--- src/rtl/stall_ctrl_pkg.sv ---
// Shared types and constants for the pipeline hazard controller.
package stall_ctrl_pkg;

    localparam int unsigned MULT_CYCLES_DEF = 5;
    localparam int unsigned DIV_CYCLES_DEF  = 10;
    localparam int unsigned WAIT_MAX_DEF    = 255;
    localparam int unsigned WAIT_CNT_W      = 8;

    typedef enum logic [0:0] {
        MemIdle = 1'b0,
        MemWait = 1'b1
    } mem_state_e;

    // A source operand depends on dst only if it is actually read and dst is not $zero.
    function automatic logic reg_match(input logic [4:0] src, input logic [4:0] dst,
                                       input logic rd_en);
        return rd_en && (src == dst) && (dst != 5'd0);
    endfunction

endpackage

--- src/rtl/stall_ctrl_if.sv ---
// Hazard-controller bus: pipeline-stage hazard information in, stall/clear controls out.
interface stall_ctrl_if;

    logic [4:0] RsD;
    logic [4:0] RtD;
    logic       UseRsD;
    logic       UseRtD;
    logic       BranchD;
    logic       MduUseD;
    logic       RegWriteE;
    logic       MemtoRegE;
    logic [4:0] RegAddrE;
    logic       MemtoRegM;
    logic [4:0] RegAddrM;
    logic       MduStartE;
    logic       MduDivE;
    logic       DmReqM;
    logic       DmReadyM;

    logic       StallF;
    logic       StallD;
    logic       StallE;
    logic       StallM;
    logic       StallW;
    logic       ClrE;
    logic       ClrW;
    logic       MduBusy;
    logic       MemTimeout;

    modport master (
        output RsD, RtD, UseRsD, UseRtD, BranchD, MduUseD, RegWriteE, MemtoRegE, RegAddrE,
               MemtoRegM, RegAddrM, MduStartE, MduDivE, DmReqM, DmReadyM,
        input  StallF, StallD, StallE, StallM, StallW, ClrE, ClrW, MduBusy, MemTimeout
    );

    modport slave (
        input  RsD, RtD, UseRsD, UseRtD, BranchD, MduUseD, RegWriteE, MemtoRegE, RegAddrE,
               MemtoRegM, RegAddrM, MduStartE, MduDivE, DmReqM, DmReadyM,
        output StallF, StallD, StallE, StallM, StallW, ClrE, ClrW, MduBusy, MemTimeout
    );

endinterface

--- src/rtl/stall_ctrl_mdu_busy_counter.sv ---
// Multiply/divide busy counter: loads the op latency on an accepted start, counts down to idle.
module stall_ctrl_mdu_busy_counter
    import stall_ctrl_pkg::*;
#(
    parameter int unsigned MULT_CYCLES = MULT_CYCLES_DEF,
    parameter int unsigned DIV_CYCLES  = DIV_CYCLES_DEF
) (
    input  logic clk,
    input  logic reset,
    input  logic start,
    input  logic div,
    output logic busy
);

    localparam int unsigned MaxCycles = (MULT_CYCLES > DIV_CYCLES) ? MULT_CYCLES : DIV_CYCLES;
    localparam int unsigned CntW      = $clog2(MaxCycles + 1);

    logic [CntW-1:0] cnt_q, cnt_d;

    // A start while already counting is ignored; the D-stage stall should prevent it.
    always_comb begin
        cnt_d = cnt_q;
        if (cnt_q != '0) begin
            cnt_d = cnt_q - CntW'(1);
        end else if (start) begin
            cnt_d = div ? CntW'(DIV_CYCLES) : CntW'(MULT_CYCLES);
        end
    end

    always_ff @(posedge clk) begin
        if (reset) begin
            cnt_q <= '0;
        end else begin
            cnt_q <= cnt_d;
        end
    end

    assign busy = (cnt_q != '0);

endmodule

--- src/rtl/stall_ctrl.sv ---
// Central hazard controller for the 5-stage pipeline: load-use, branch-operand, MDU and
// data-memory-wait stalls. Optional STALL_STATS_EN adds StallCnt/MemWaitCnt counters.
module stall_ctrl
    import stall_ctrl_pkg::*;
#(
    parameter int unsigned MULT_CYCLES = MULT_CYCLES_DEF,
    parameter int unsigned DIV_CYCLES  = DIV_CYCLES_DEF,
    parameter int unsigned WAIT_MAX    = WAIT_MAX_DEF
) (
    input  logic        clk,
    input  logic        reset,
`ifdef STALL_STATS_EN
    output logic [31:0] StallCnt,
    output logic [31:0] MemWaitCnt,
`endif
    stall_ctrl_if.slave bus
);

    localparam logic [WAIT_CNT_W-1:0] WaitMax = WAIT_CNT_W'(WAIT_MAX);

    logic match_e, match_m;
    logic lw_stall, br_stall, mdu_stall, mem_stall, hz_stall;
    logic mdu_busy;
    logic stall_f, stall_d, stall_e, stall_m, stall_w, clr_e, clr_w;

    mem_state_e            state_q, state_d;
    logic [WAIT_CNT_W-1:0] wait_q, wait_d;
    logic                  timeout_q, timeout_d;

    assign match_e = reg_match(bus.RsD, bus.RegAddrE, bus.UseRsD) |
                     reg_match(bus.RtD, bus.RegAddrE, bus.UseRtD);
    assign match_m = reg_match(bus.RsD, bus.RegAddrM, bus.UseRsD) |
                     reg_match(bus.RtD, bus.RegAddrM, bus.UseRtD);

    assign lw_stall  = bus.MemtoRegE & bus.RegWriteE & match_e;
    assign br_stall  = bus.BranchD & ((bus.RegWriteE & match_e) | (bus.MemtoRegM & match_m));
    assign mdu_stall = bus.MduUseD & (mdu_busy | bus.MduStartE);
    assign mem_stall = bus.DmReqM & ~bus.DmReadyM;
    assign hz_stall  = lw_stall | br_stall | mdu_stall;

    // A memory wait freezes everything up to MEM and bubbles WB; other hazards wait behind it.
    always_comb begin
        stall_f = 1'b0;
        stall_d = 1'b0;
        stall_e = 1'b0;
        stall_m = 1'b0;
        stall_w = 1'b0;
        clr_e   = 1'b0;
        clr_w   = 1'b0;
        if (!reset) begin
            if (mem_stall) begin
                stall_f = 1'b1;
                stall_d = 1'b1;
                stall_e = 1'b1;
                stall_m = 1'b1;
                clr_w   = 1'b1;
            end else if (hz_stall) begin
                stall_f = 1'b1;
                stall_d = 1'b1;
                clr_e   = 1'b1;
            end
        end
    end

    stall_ctrl_mdu_busy_counter #(
        .MULT_CYCLES (MULT_CYCLES),
        .DIV_CYCLES  (DIV_CYCLES)
    ) u_mdu_cnt (
        .clk   (clk),
        .reset (reset),
        .start (bus.MduStartE & ~stall_e),
        .div   (bus.MduDivE),
        .busy  (mdu_busy)
    );

    always_comb begin
        state_d   = state_q;
        wait_d    = wait_q;
        timeout_d = timeout_q;
        unique case (state_q)
            MemIdle: begin
                if (mem_stall) begin
                    state_d = MemWait;
                    wait_d  = '0;
                end
            end
            MemWait: begin
                if (bus.DmReadyM || !bus.DmReqM) begin
                    state_d = MemIdle;
                end else if (wait_q != WaitMax) begin
                    wait_d = wait_q + WAIT_CNT_W'(1);
                end
            end
            default: state_d = MemIdle;
        endcase
        if (wait_d == WaitMax) begin
            timeout_d = 1'b1;
        end
    end

    always_ff @(posedge clk) begin
        if (reset) begin
            state_q   <= MemIdle;
            wait_q    <= '0;
            timeout_q <= 1'b0;
        end else begin
            state_q   <= state_d;
            wait_q    <= wait_d;
            timeout_q <= timeout_d;
        end
    end

`ifdef STALL_STATS_EN
    logic [31:0] stall_cnt_q, mem_wait_cnt_q;

    always_ff @(posedge clk) begin
        if (reset) begin
            stall_cnt_q    <= '0;
            mem_wait_cnt_q <= '0;
        end else begin
            if (stall_d) begin
                stall_cnt_q <= stall_cnt_q + 32'd1;
            end
            if (mem_stall) begin
                mem_wait_cnt_q <= mem_wait_cnt_q + 32'd1;
            end
        end
    end

    assign StallCnt   = stall_cnt_q;
    assign MemWaitCnt = mem_wait_cnt_q;
`endif

    assign bus.StallF     = stall_f;
    assign bus.StallD     = stall_d;
    assign bus.StallE     = stall_e;
    assign bus.StallM     = stall_m;
    assign bus.StallW     = stall_w;
    assign bus.ClrE       = clr_e;
    assign bus.ClrW       = clr_w;
    assign bus.MduBusy    = mdu_busy & ~reset;
    assign bus.MemTimeout = timeout_q;

endmodule

--- src/flat_wrapper.sv ---
// flat-port wrapper written by rule: the top's interface ports become plain ports
module stall_ctrl_flat import stall_ctrl_pkg::*;
#(
    parameter int unsigned MULT_CYCLES = MULT_CYCLES_DEF,
    parameter int unsigned DIV_CYCLES  = DIV_CYCLES_DEF,
    parameter int unsigned WAIT_MAX    = WAIT_MAX_DEF
)
  (clk, reset, bus_RsD, bus_RtD, bus_UseRsD, bus_UseRtD, bus_BranchD, bus_MduUseD, bus_RegWriteE, bus_MemtoRegE, bus_RegAddrE, bus_MemtoRegM, bus_RegAddrM, bus_MduStartE, bus_MduDivE, bus_DmReqM, bus_DmReadyM, bus_StallF, bus_StallD, bus_StallE, bus_StallM, bus_StallW, bus_ClrE, bus_ClrW, bus_MduBusy, bus_MemTimeout);
  stall_ctrl_if bus_i ();
  input  logic clk;
  input  logic reset;
  input wire logic [$bits(bus_i.RsD)-1:0] bus_RsD;
  input wire logic [$bits(bus_i.RtD)-1:0] bus_RtD;
  input wire logic [$bits(bus_i.UseRsD)-1:0] bus_UseRsD;
  input wire logic [$bits(bus_i.UseRtD)-1:0] bus_UseRtD;
  input wire logic [$bits(bus_i.BranchD)-1:0] bus_BranchD;
  input wire logic [$bits(bus_i.MduUseD)-1:0] bus_MduUseD;
  input wire logic [$bits(bus_i.RegWriteE)-1:0] bus_RegWriteE;
  input wire logic [$bits(bus_i.MemtoRegE)-1:0] bus_MemtoRegE;
  input wire logic [$bits(bus_i.RegAddrE)-1:0] bus_RegAddrE;
  input wire logic [$bits(bus_i.MemtoRegM)-1:0] bus_MemtoRegM;
  input wire logic [$bits(bus_i.RegAddrM)-1:0] bus_RegAddrM;
  input wire logic [$bits(bus_i.MduStartE)-1:0] bus_MduStartE;
  input wire logic [$bits(bus_i.MduDivE)-1:0] bus_MduDivE;
  input wire logic [$bits(bus_i.DmReqM)-1:0] bus_DmReqM;
  input wire logic [$bits(bus_i.DmReadyM)-1:0] bus_DmReadyM;
  output wire logic [$bits(bus_i.StallF)-1:0] bus_StallF;
  output wire logic [$bits(bus_i.StallD)-1:0] bus_StallD;
  output wire logic [$bits(bus_i.StallE)-1:0] bus_StallE;
  output wire logic [$bits(bus_i.StallM)-1:0] bus_StallM;
  output wire logic [$bits(bus_i.StallW)-1:0] bus_StallW;
  output wire logic [$bits(bus_i.ClrE)-1:0] bus_ClrE;
  output wire logic [$bits(bus_i.ClrW)-1:0] bus_ClrW;
  output wire logic [$bits(bus_i.MduBusy)-1:0] bus_MduBusy;
  output wire logic [$bits(bus_i.MemTimeout)-1:0] bus_MemTimeout;
  assign bus_i.RsD = bus_RsD;
  assign bus_i.RtD = bus_RtD;
  assign bus_i.UseRsD = bus_UseRsD;
  assign bus_i.UseRtD = bus_UseRtD;
  assign bus_i.BranchD = bus_BranchD;
  assign bus_i.MduUseD = bus_MduUseD;
  assign bus_i.RegWriteE = bus_RegWriteE;
  assign bus_i.MemtoRegE = bus_MemtoRegE;
  assign bus_i.RegAddrE = bus_RegAddrE;
  assign bus_i.MemtoRegM = bus_MemtoRegM;
  assign bus_i.RegAddrM = bus_RegAddrM;
  assign bus_i.MduStartE = bus_MduStartE;
  assign bus_i.MduDivE = bus_MduDivE;
  assign bus_i.DmReqM = bus_DmReqM;
  assign bus_i.DmReadyM = bus_DmReadyM;
  assign bus_StallF = bus_i.StallF;
  assign bus_StallD = bus_i.StallD;
  assign bus_StallE = bus_i.StallE;
  assign bus_StallM = bus_i.StallM;
  assign bus_StallW = bus_i.StallW;
  assign bus_ClrE = bus_i.ClrE;
  assign bus_ClrW = bus_i.ClrW;
  assign bus_MduBusy = bus_i.MduBusy;
  assign bus_MemTimeout = bus_i.MemTimeout;
  stall_ctrl #(.MULT_CYCLES(MULT_CYCLES), .DIV_CYCLES(DIV_CYCLES), .WAIT_MAX(WAIT_MAX)) u_core (.clk(clk), .reset(reset), .bus(bus_i));
endmodule
--- config.mk ---
export PLATFORM = sky130hd
export DESIGN_NAME = stall_ctrl_flat
export DESIGN_NICKNAME = d
export VERILOG_FILES = /design/src/rtl/stall_ctrl_pkg.sv /design/src/rtl/stall_ctrl_if.sv /design/src/rtl/stall_ctrl_mdu_busy_counter.sv /design/src/rtl/stall_ctrl.sv /design/src/flat_wrapper.sv
export SDC_FILE = /design/constraint.sdc
export NUM_CORES = 1
export LEC_CHECK = 0
export ABC_AREA = 1
export BUFFER_PORTS_ARGS = -buffer_cell sky130_fd_sc_hd__buf_2
export CELL_PAD_IN_SITES_DETAIL_PLACEMENT = 1
export CELL_PAD_IN_SITES_GLOBAL_PLACEMENT = 1
export CORE_MARGIN = 8
export CORE_UTILIZATION = 33
export CTS_CLUSTER_DIAMETER = 80
export CTS_CLUSTER_SIZE = 40
export DETAILED_ROUTE_END_ITERATION = 10
export PLACE_DENSITY = 0.83
export SETUP_SLACK_MARGIN = 0.02
export SYNTH_ARGS = -nofsm -noshare
export SYNTH_HDL_FRONTEND = slang
export SYNTH_SLANG_ARGS = --single-unit
--- constraint.sdc ---
create_clock -name clk -period 2.3 [get_ports clk]
set_input_delay 0.46 -clock clk [delete_from_list [all_inputs] [get_ports clk]]
set_output_delay 0.46 -clock clk [all_outputs]
set_load 0.01 [all_outputs]
Word level (Yosys, flattened, before mapping)
Index checks and enable logic that the tools add are counted.
{"block": "word_totals", "elab_cells": 61, "n_memories": 0, "output_inout_bits": 9, "ff_bits": 14, "mem_bits_ro": 0, "input_bits": 33, "ram_bits": 0, "latchBits": 0}
{"block": "op_classes", "n_shift": 0, "n_reduce_logical": 14, "n_addsub": 2, "mux": 16, "bitwise": 19, "n_lt_le_gt_ge": 0, "n_eq_ne": 6, "div": 0, "multipliers": 0}
{"operator": "two-way mux 8 bit", "n": 3}
{"operator": "equality test 5 bit", "n": 4}
{"operator": "case mux 8 bit (2 select lines)", "n": 1}
{"operator": "two-way mux 4 bit", "n": 3}
{"operator": "nonzero test 5 bit", "n": 2}
{"operator": "bitwise AND 1 bit", "n": 9}
{"operator": "adder 8 x 1 -> 8 bit, second input constant", "n": 1}
{"operator": "equality test 8 bit, second input constant", "n": 1}
{"operator": "logical AND 1 bit", "n": 8}
{"operator": "two-way mux 1 bit", "n": 8}
{"operator": "inequality test 8 bit, second input constant", "n": 1}
{"operator": "bitwise OR 1 bit", "n": 6}
{"operator": "NOT 1 bit", "n": 4}
{"operator": "nonzero test 4 bit", "n": 1}
{"operator": "subtractor 4 x 1 -> 4 bit, second input constant", "n": 1}
{"operator": "case mux 1 bit (2 select lines)", "n": 1}
{"operator": "nonzero test 2 bit", "n": 1}
{"operator": "logical NOT 1 bit", "n": 1}
{"operator": "logical OR 1 bit", "n": 1}

Logic depth before layout (Yosys ltp)
{"block": "logic_depth", "depth_word": 12, "depth_mapped": 13, "ltp_nobuf": 12}

By module
From an unflattened synthesis, not the netlist that was laid out.
{"block": "unflattened", "cells_unflattened": 253, "area_unflattened_um2": 1403.8}
{"module": "stall_ctrl", "seq_area_each_um2": 200.2, "cells_each": 212, "n_inst": 1, "area_per_inst_um2": 1149.9}
{"module": "stall_ctrl_mdu_busy_counter", "seq_area_each_um2": 80.1, "cells_each": 41, "n_inst": 1, "area_per_inst_um2": 254.0}

Least setup slack after synthesis
OpenSTA, ideal clock, no wires.
{"block": "synth_path", "path_kind": "flip-flop to output port", "startpoint": "register u_core.u_mdu_cnt.cnt_q[0]", "endpoint": "output port bus_StallF", "stages_incl_launch_ff": 13, "t_arrival_ns": 1.390, "path_buffers": 1, "t_required_ns": 1.840, "slack_ns": 0.450, "path_cell_list": "dfxtp_1 inv_1 ha_1 inv_1 nor2_1 inv_2 nor2_2 inv_2 o21ai_0 nand2_1 nand2_1 nand2_1 buf_4"}
{"block": "synth_between", "elab_chain_cells": 7}
{"element": "start, declared", "line_no": "stall_ctrl_mdu_busy_counter.sv:18", "source": "logic [CntW-1:0] cnt_q, cnt_d;"}
{"element": "start signal, assigned", "line_no": "stall_ctrl_mdu_busy_counter.sv:34", "source": "cnt_q <= cnt_d;"}
{"element": "nonzero test 4 bit", "line_no": "stall_ctrl_mdu_busy_counter.sv:38", "source": "assign busy = (cnt_q != '0);"}
{"element": "bitwise OR 1 bit", "line_no": "stall_ctrl.sv:37", "source": "assign mdu_stall = bus.MduUseD & (mdu_busy | bus.MduStartE);"}
{"element": "bitwise AND 1 bit", "line_no": "stall_ctrl.sv:37"}
{"element": "bitwise OR 1 bit", "line_no": "stall_ctrl.sv:39", "source": "assign hz_stall = lw_stall | br_stall | mdu_stall;"}
{"element": "two-way mux 1 bit (3 in a row)"}
{"element": "end, declared", "line_no": "flat_wrapper.sv:27", "source": "output wire logic [$bits(bus_i.StallF)-1:0] bus_StallF;"}
No other way between the ends.

Worst setup path after layout
{"block": "layout_path", "startpoint": "register u_core.u_mdu_cnt.cnt_q[0]", "endpoint": "output port bus_StallD"}
{"block": "layout_between", "elab_chain_cells": 7}
{"element": "nonzero test 4 bit", "line_no": "stall_ctrl_mdu_busy_counter.sv:38"}
{"element": "bitwise OR 1 bit", "line_no": "stall_ctrl.sv:37"}
{"element": "bitwise AND 1 bit", "line_no": "stall_ctrl.sv:37"}
{"element": "bitwise OR 1 bit", "line_no": "stall_ctrl.sv:39"}
{"element": "two-way mux 1 bit", "line_no": "stall_ctrl.sv:57", "source": "end else if (hz_stall) begin"}
{"element": "two-way mux 1 bit", "line_no": "stall_ctrl.sv:51", "source": "if (mem_stall) begin"}
{"element": "two-way mux 1 bit", "line_no": "stall_ctrl.sv:50", "source": "if (!reset) begin"}
{"element": "end, declared", "line_no": "flat_wrapper.sv:28", "source": "output wire logic [$bits(bus_i.StallD)-1:0] bus_StallD;"}
No other way between the ends.

==> impl_metrics.csv <==
group,metric,value,unit
timing,hold_slack,0.4687,ns
cts,htreeDepth,1,
die,row_count,23,
layout,area_growth,19.65,%
layout,fin_nets,320,
setup_path,start_kind,"flip-flop",
hold_path,min-delay-start,"u_core.bus.MemTimeout",
logic_synthesis,synthCells,247,
layout,mostFrequentLayoutCell,"nand2_1",
global_route,grt_first_pass_wirelength,7383,um
die,fp.dieH,80.26,um
timing,period_share,93.03,%
place,io_buffers,40,
cts,clock_sinks,14,
place,place_ws,0.2892,ns
timing,fmax,467.3,MHz
detailed_routing,ant_nets,0,
logic_synthesis,yosys_warnings,0,
setup_path,end_kind,"primary output",
layout,layout_common_cells,"nand2_1, buf_2, inv_1",
global_route,use_met1,16.02,%
setup_path,reg2reg_from,"u_core.wait_q[0]",
timing,slew_violations,0,
detailed_routing,vias,1594,
global_route,grt_max_degree,18,
logic_synthesis,synth_edf_count,0,
global_route,use_met3,3.125,%
hold_path,hold_depth,2,
timing,skew,0.002641,ns
timing,setup_viol,0,
logic_synthesis,ys_async_sr_fraction,0,%
cts,insertion_delay,0.25,ns
die,die_x,80.26,um
setup_path,r2r_cells,12,
logic_synthesis,ys_types,27,
global_route,grt_usage,13.79,%
cts,cts_tree,"done",
logic_synthesis,ys.flop_type,"dfxtp_1",
logic_synthesis,synthesis.nets,282,
timing,tns,0,ns
detailed_routing,drt-vias-per-instance,4.772,
global_route,use_met2,24.74,%
hold_path,hold_path_end,"u_core.bus.MemTimeout",
logic_synthesis,syn_area,1363,um2
die,start_util,34.06,%
die,io_pins,42,
detailed_routing,drt-initial-drc-count,56,
detailed_routing,route.detailed.drc,0,
global_route,overflow,0,
cts,cts_made_buffers,3,
detailed_routing,firstDrtPassIters,4,
cts,clk_pin_slew,0.06,ns
place,dp_hpwl,3487,um
setup_path,required,1.84,ns
timing,postLayoutSetupSlackWorst,0.1602,ns
setup_path,r2r_setup_slack,0.41,ns
die,core_area,4000,um2
logic_synthesis,syn_area_per_cell,5.516,um2
hold_path,min_path_type,"reg -> reg",
setup_path,crit_fanout,5,
global_route,antenna_found_initial,0,
pwr,powerDensity,639.9,nW/um2
cts,cts.path.max_buffers,2,
setup_path,crit_type,"reg -> out",
timing,rsz0062_at_grt,"no",
detailed_routing,wl,4265,um
setup_path,timing.rr.end,"u_core.bus.MemTimeout",
layout,nFillCells,575,
timing,hold_violations,0,
cts,ctsRootBufferMaster,"clkbuf_8",
die,dieArea,6441,um2
layout,diodes,0,
setup_path,arrival,1.68,ns
run_status,status,"finished, final reports clean",
pwr,ir_drop,0.4656,mV
layout,layout-drive-gt1-share,23.24,%
logic_synthesis,yosysSeqAreaShare,20.57,%
detailed_routing,wire_per_inst,12.77,um
global_route,grt.busiest_layer,"met2",
pwr,leakage,0.8604,nW
timing,post-route-min-period,2.140,ns
logic_synthesis,synth_seq_cells,14,
global_route,grt_pass1_vias,1736,
job,maxCapViolCount,0,
place,gp_congestion,0.9080,
==> report_power, final <==
part	internal, mW	leakage (nW)	switching (mW)
Sequential	0.283	0.114	0.0357
Combinational	0.201	0.717	0.276
Clock	0.152	0.0288	0.0953
==> kinds of logic after synthesis <==
group / Yosys count / share of synthesized area [%]
flops: 14 / 20.57
buf+inv: 52 / 17.81
compound gates: 32 / 12.76
simple gates: 146 / 46.74
other cells: 1 / 0.2752
fa+ha+maj: 2 / 1.836
==> cells in the mapped netlist (3+ instances only) <==
cell type	number	area (um2)
buf_4	5	37.54
o21ai_0	20	100.1
nor3_1	4	20.02
nand2_1	75	281.5
nor2_1	36	135.1
dfxtp_1	14	280.3
buf_6	3	33.78
inv_1	38	142.6
inv_2	3	11.26
nand4_1	4	25.02
a21oi_1	5	25.02
nand3_1	18	90.09
==> worst max-delay path, stage by stage, from the launching register on <==
cell,delay (ns)
dfxtp_2,0.33
inv_2,0.06
ha_2,0.16
inv_1,0.05
nor2_2,0.10
inv_2,0.07
nor2_4,0.16
inv_2,0.06
o21ai_1,0.11
nand2_1,0.06
nand2_1,0.07
nand2_1,0.06
buf_2,0.14
==> worst max path at each step <==
stage,slack [ns],from,end,depth (start not counted)
global placement,0.33,bus_RegAddrM[1],bus_ClrE,14
detailed placement,0.29,bus_RegAddrM[1],bus_ClrE,14
global route,0.02,u_core.u_mdu_cnt.cnt_q[0],bus_StallF,12
floorplan,0.45,u_core.u_mdu_cnt.cnt_q[0],bus_StallF,12
finish,0.16,u_core.u_mdu_cnt.cnt_q[0],bus_StallD,12
CTS,0.03,u_core.u_mdu_cnt.cnt_q[0],bus_StallF,12
==> layer usage <==
| metal | part of all wire (%) | wire (um) | up-vias |
|---|---|---|---|
| met5 | 0 | 0 | - |
| met4 | 0.63 | 27 | 0 |
| met3 | 3.5 | 148 | 4 |
| met2 | 49 | 2105 | 32 |
| met1 | 46 | 1983 | 723 |
| li1 | - | - | 835 |
==> cell type report <==
class	instances	area, um2	share of cell area [%]
tap	50	62.56	3.837
multi-input combinational	181	849.6	52.11
timing repair buffer	42	215.2	13.20
inverter	43	166.4	10.21
sequential	14	281.5	17.27
clock buffer	4	55.05	3.377
==> stage by stage <==
| stage | area [um2] | cells | total power [mW] | utilization [%] |
|---|---|---|---|---|
| 2_1_floorplan | 1363 | 247 | 0.6042 | - |
| 3_3_place_gp | 1549 | 328 | 0.6993 | 38.72 |
| 3_5_place_dp | 1549 | 328 | 0.7195 | 38.72 |
| 4_1_cts | 1604 | 332 | 0.9680 | 40.10 |
| 5_1_grt | 1630 | 334 | 1.137 | 40.76 |
| 6_report | 1630 | 334 | 1.043 | 40.76 |
==> timing repair <==
action                     in CTS  in global routing
setup endpoints to repair       0                  3
hold buffers                    0                  0
setup buffers                   0                  2
resized for setup               0                  6
==> registers in the layout, summed over array words and instances, names as in the netlist <==
register	flops
u_core.bus.MemTimeout	1
u_core.u_mdu_cnt.cnt_q	4
u_core.wait_q	8
u_core.state_q	1
No activity file was read; power rests on OpenSTA's default activity.
